==> src/rtl/wb_arb_pkg.sv <==
// Shared types and defaults for the two-master Wishbone arbiter.
// Holds the FSM state encoding and the one-hot grant decode used by the top.
package wb_arb_pkg;

  localparam int AW_DEF = 16;
  localparam int DW_DEF = 16;

  typedef enum logic [1:0] {
    ST_IDLE = 2'd0,
    ST_GNT0 = 2'd1,
    ST_GNT1 = 2'd2
  } arb_state_e;

  function automatic logic [1:0] grant_decode(input arb_state_e st);
    case (st)
      ST_GNT0: return 2'b01;
      ST_GNT1: return 2'b10;
      default: return 2'b00;
    endcase
  endfunction

endpackage

==> src/rtl/wb_arbiter2.sv <==
// Two-master round-robin Wishbone arbiter in front of a single pipelined slave.
// Tracks outstanding slave transfers so ownership is only released once all acks are back.
module wb_arbiter2
  import wb_arb_pkg::*;
#(
  parameter int AW     = AW_DEF,
  parameter int DW     = DW_DEF,
  parameter int MAXOUT = 2
) (
  input  logic          clk,
  input  logic          rst_n,
  input  logic          m0_cyc,
  input  logic          m0_stb,
  input  logic          m0_we,
  input  logic [AW-1:0] m0_adr,
  input  logic [DW-1:0] m0_dat_i,
  output logic [DW-1:0] m0_dat_o,
  output logic          m0_ack,
  output logic          m0_stall,
  input  logic          m1_cyc,
  input  logic          m1_stb,
  input  logic          m1_we,
  input  logic [AW-1:0] m1_adr,
  input  logic [DW-1:0] m1_dat_i,
  output logic [DW-1:0] m1_dat_o,
  output logic          m1_ack,
  output logic          m1_stall,
  output logic          s_cyc,
  output logic          s_stb,
  output logic          s_we,
  output logic [AW-1:0] s_adr,
  output logic [DW-1:0] s_dat_o,
  input  logic [DW-1:0] s_dat_i,
  input  logic          s_ack,
  input  logic          s_stall,
  output logic [1:0]    grant
);

  localparam int CW = $clog2(MAXOUT + 1);
  localparam logic [CW-1:0] CNT_MAX = CW'(MAXOUT);

  arb_state_e    state_r, state_nxt_s;
  logic [CW-1:0] cnt_r, cnt_nxt_s;
  logic          ptr_r, ptr_nxt_s;   // last master granted; the other one wins a tie
  logic [1:0]    grant_r;
  logic          cnt_full_s, inc_s, dec_s;

  assign cnt_full_s = (cnt_r == CNT_MAX);
  assign inc_s      = s_stb & ~s_stall;
  assign dec_s      = s_ack & (cnt_r != {CW{1'b0}});
  assign m0_dat_o   = s_dat_i;
  assign m1_dat_o   = s_dat_i;
  assign grant      = grant_r;

  // Next-state, pointer and bus-steering decode
  always_comb begin
    state_nxt_s = state_r;
    ptr_nxt_s   = ptr_r;
    s_cyc       = 1'b0;
    s_stb       = 1'b0;
    s_we        = 1'b0;
    s_adr       = {AW{1'b0}};
    s_dat_o     = {DW{1'b0}};
    m0_stall    = 1'b1;
    m1_stall    = 1'b1;
    m0_ack      = 1'b0;
    m1_ack      = 1'b0;
    case (state_r)
      ST_IDLE: begin
        if (m0_cyc && m1_cyc) begin
          state_nxt_s = ptr_r ? ST_GNT0 : ST_GNT1;
        end else if (m0_cyc) begin
          state_nxt_s = ST_GNT0;
        end else if (m1_cyc) begin
          state_nxt_s = ST_GNT1;
        end else begin
          state_nxt_s = ST_IDLE;
        end
      end
      ST_GNT0: begin
        s_cyc    = m0_cyc;
        s_stb    = m0_stb & m0_cyc & ~cnt_full_s;
        s_we     = m0_we;
        s_adr    = m0_adr;
        s_dat_o  = m0_dat_i;
        m0_stall = s_stall | cnt_full_s;
        m0_ack   = s_ack & m0_cyc;
        // Hold ownership until every issued transfer has been acknowledged
        if (!m0_cyc && (cnt_r == {CW{1'b0}})) begin
          state_nxt_s = ST_IDLE;
          ptr_nxt_s   = 1'b0;
        end else begin
          state_nxt_s = ST_GNT0;
        end
      end
      ST_GNT1: begin
        s_cyc    = m1_cyc;
        s_stb    = m1_stb & m1_cyc & ~cnt_full_s;
        s_we     = m1_we;
        s_adr    = m1_adr;
        s_dat_o  = m1_dat_i;
        m1_stall = s_stall | cnt_full_s;
        m1_ack   = s_ack & m1_cyc;
        if (!m1_cyc && (cnt_r == {CW{1'b0}})) begin
          state_nxt_s = ST_IDLE;
          ptr_nxt_s   = 1'b1;
        end else begin
          state_nxt_s = ST_GNT1;
        end
      end
      default: begin
        state_nxt_s = ST_IDLE;
      end
    endcase
  end

  // Outstanding-transfer counter; issue and ack in one cycle cancel out
  always_comb begin
    cnt_nxt_s = cnt_r;
    if (inc_s && !dec_s) begin
      cnt_nxt_s = cnt_r + {{(CW-1){1'b0}}, 1'b1};
    end else if (dec_s && !inc_s) begin
      cnt_nxt_s = cnt_r - {{(CW-1){1'b0}}, 1'b1};
    end else begin
      cnt_nxt_s = cnt_r;
    end
  end

  // State, counter, pointer and grant registers
  always_ff @(posedge clk or negedge rst_n) begin
    if (!rst_n) begin
      state_r <= ST_IDLE;
      cnt_r   <= {CW{1'b0}};
      ptr_r   <= 1'b1;
      grant_r <= 2'b00;
    end else begin
      state_r <= state_nxt_s;
      cnt_r   <= cnt_nxt_s;
      ptr_r   <= ptr_nxt_s;
      grant_r <= grant_decode(state_nxt_s);
    end
  end

endmodule

==> config.mk <==
export PLATFORM = sky130hd
export DESIGN_NAME = wb_arbiter2
export DESIGN_NICKNAME = d
export VERILOG_FILES = /design/src/rtl/wb_arb_pkg.sv /design/src/rtl/wb_arbiter2.sv
export SDC_FILE = /design/constraint.sdc
export NUM_CORES = 1
export LEC_CHECK = 0
export CAP_MARGIN = 10
export CORE_MARGIN = 2
export CORE_UTILIZATION = 23
export CTS_CLUSTER_SIZE = 25
export DETAILED_ROUTE_END_ITERATION = 7
export PLACE_DENSITY = 0.79
export SETUP_SLACK_MARGIN = 0.5
export SLEW_MARGIN = 20
export SYNTH_ARGS = -nofsm -noshare
export SYNTH_HDL_FRONTEND = slang
export SYNTH_SLANG_ARGS = --single-unit
==> constraint.sdc <==
create_clock -name clk -period 1.8 [get_ports clk]
set_input_delay 0.27 -clock clk [delete_from_list [all_inputs] [get_ports clk]]
set_output_delay 0.27 -clock clk [all_outputs]
set_load 0.01 [all_outputs]
==> flow_summary.toml <==
[status]
status = "complete, but fails checks"
violations = "setup timing"

[route]
drc = 0
routed_wl_mm = 5.376
viasPerCell = 4.619
wl_per_cell_um = 16.00
ant_nets = 0
dr.first_iter.drc_count = 18
dr.pass1.iters = 4
dr_total_vias = 1552

[sta]
hold_viol_final = 0
whs_ps = 308.7
timing.final.crit_share_pct = 110.5
slew_headroom_pct = 77.61
min_period_ps = 1988
setup_violations = 38
fin_setup_tns_ps = -2072
worst_pin_slew_ps = 334.8
fmax_ghz = 0.5029
layout_setup_ws_ps = -188.3
skew_ps = 2.117
finalMaxSlewViolations = 0
rsz0062_at_grt = "yes"

[setup_path]
start_kind = "flip-flop"
path_max_fanout = 4
crit_required_ps = 1910
crit_type = "flip-flop to flip-flop"
cp_data_arrival_time_ps = 2100
critPathCaptureType = "flip-flop"

[global_routing]
grt_pass1_vias = 1683
grt_pass1_wl_mm = 8.638
grt.total_usage_pct = 17.96
grt_max_degree = 20
antenna_found_initial = 0
grt-ovfl-total = 0

[yosys]
ys_seq_elements = 7
synth_top_cell_area_share_pct = 20.92
synth_area_um2 = 1220
synthDistinctLibCells = 23
ys_seq_area_share_pct = 14.46
yosys.area.top_type = "a22oi_1"
yosysWarnings = 0
synth_nets = 250
syn_area_per_cell_um2 = 7.922
synth_area_leaders = "a22oi_1, buf_4, nor2b_1, dfrtp_1, ha_1"
synth_cells = 154

[power_and_ir_drop]
p_clk_share_pct = 5.4
power-per-cell-area_nw_per_um2 = 1439
intPower_mw = 2.510
seqPwrFrac_pct = 7.3
total_power_mw = 4.142
ir_drop_uv = 716.3
sw_frac_of_total_pct = 39.41
p_comb_share_pct = 87.4
leakage_nw = 1.160
p_sw_mw = 1.632

[cts]
cts_num_sinks = 7
clockBufferDepth = 2
cts-buffers-inserted = 3
cts_root_buffer = "clkbuf_8"
insertion_delay_ps = 230
clk_pin_slew_ps = 40
cts_tree = "yes"
h-tree-depth = 1
cts-hold-fix-buffers = 0

[cells_and_area]
syn_to_final_growth_pct = 136.0
final_nets = 363
diodes = 0
drive_gt1_share_pct = 62.41
fin_area_um2 = 2879

[floorplan]
initial_core_util_pct = 23.89
row_count = 26
io_pins = 163
die_y_um = 76.83
die-area_um2 = 5903
core_um2 = 5107
die_w_um = 76.83

[placed_design]
placed_area_um2 = 2416
hpwlAfterDp_mm = 3.728
dp_slack_ps = -239.2
io_buffers = 114
gp_congestion = 0.7872

[job]
drv_cap = 0

[hold_path]
hp-class = "input port to asynchronous set/reset pin"
critical path, cell delays in order (launching register included):
cell and delay (ps):
dfrtp_1 400, buf_6 130, ha_4 170, buf_6 120
and3b_1 210, o21ai_2 80, nor3_2 200, ha_2 200
xor2_1 140, nor2_1 70, xor2_1 130
state kept, by name, summed over array words and instances, names as in the netlist:
name     flops
cnt_r        2
grant        2
ptr_r        1
state_r      2
timing repair:
item                                    CTS  global route
pin swaps                                16            11
resized for setup                       224             7
buffers inserted                         18             2
endpoints found under the setup margin   48            46
cloned                                    1             1
cell families (layout without fill, tap and decap cells):
logic type               Yosys count  count (layout)  share of synthesized area, %
buffers and inverters             45             157                         24.41
multiplexers                       1               1                        0.9230
adder cells (fa/ha/maj)            6               6                         6.154
flip-flops                         7               7                         14.46
AND/OR/NAND/NOR                   52              52                         26.67
AO/OA/AOI/OAI                     40              40                         25.23
XOR/XNOR                           3               3                         2.154
layout make-up:
class	instances	area, um^2
fillers	466	2228
repair buffers	151	1460
multi-input cells	102	1100
flip-flops and latches	7	176.4
well taps	70	87.58
clock buffers	4	45.04
inverters	2	10.01
path summary, 6_finish.rpt:
| kind | startpoint | endpoint | slack, ps | cells after the start |
|---|---|---|---|---|
| min | rst_n | cnt_r[1] | 310 | 1 |
| min reg2reg | cnt_r[1] | cnt_r[1] | 570 | 1 |
| max in group asynchronous | rst_n | ptr_r | 1200 | 1 |
| min in group clk | s_dat_i[12] | m0_dat_o[12] | 540 | 0 |
| max reg2reg | state_r[1] | cnt_r[1] | -190 | 10 |
| max | state_r[1] | cnt_r[1] | -190 | 10 |
power groups by stage:
stage / clock network (mW) / logic (mW) / registers [mW]
after global placement: 0 / 2.69 / 0.290
after floorplan: 0 / 1.56 / 0.312
final: 0.222 / 3.62 / 0.302
after detailed placement: 0 / 2.73 / 0.294
after CTS: 0.229 / 3.48 / 0.295
after global routing: 0.240 / 3.87 / 0.308
stage by stage:
step                instances  util, %
detailed placement        310    47.31
CTS                       333    55.05
global route              336    56.37
floorplan                 154        -
global placement          310    47.31
finish                    336    56.37
layer usage:
metal	part of all wire (%)	wire length, um	vias to the layer above	global-route usage (%)
li1	-	-	740	-
met1	36	1954	728	18.66
met2	54	2916	68	34.47
met3	6.8	365	16	3.882
met4	2.6	139	0	7.273
met5	0	0	-	0
cells in the final DEF, fill, tap and decap left out, drive strengths merged, types with 2 or more instances in the layout:
cell and instances:
ha 6, nand2 3, a22oi 34, nor2 5, and3 3, dfrtp 6
inv 2, xor2 2, o31a 2, buf 73, clkdlybuf4s50 72, a31oi 2
nor2b 35, clkbuf 5, dlygate4sd2 3, nor3b 3, o21ai 2, clkdlybuf4s15 2
cells in the mapped netlist, drive strengths merged:
library cell   n
a22oi         34
a31oi          2
and3           3
and3b          1
buf           40
clkbuf         3
dfrtp          6
dfstp          1
ha             6
inv            2
mux2           1
nand2          3
nand2b         1
nor2           5
nor2b         35
nor3           1
nor3b          3
o21ai          2
o31a           2
xnor2          1
xor2           2
Power figures use the tool's default switching activity.
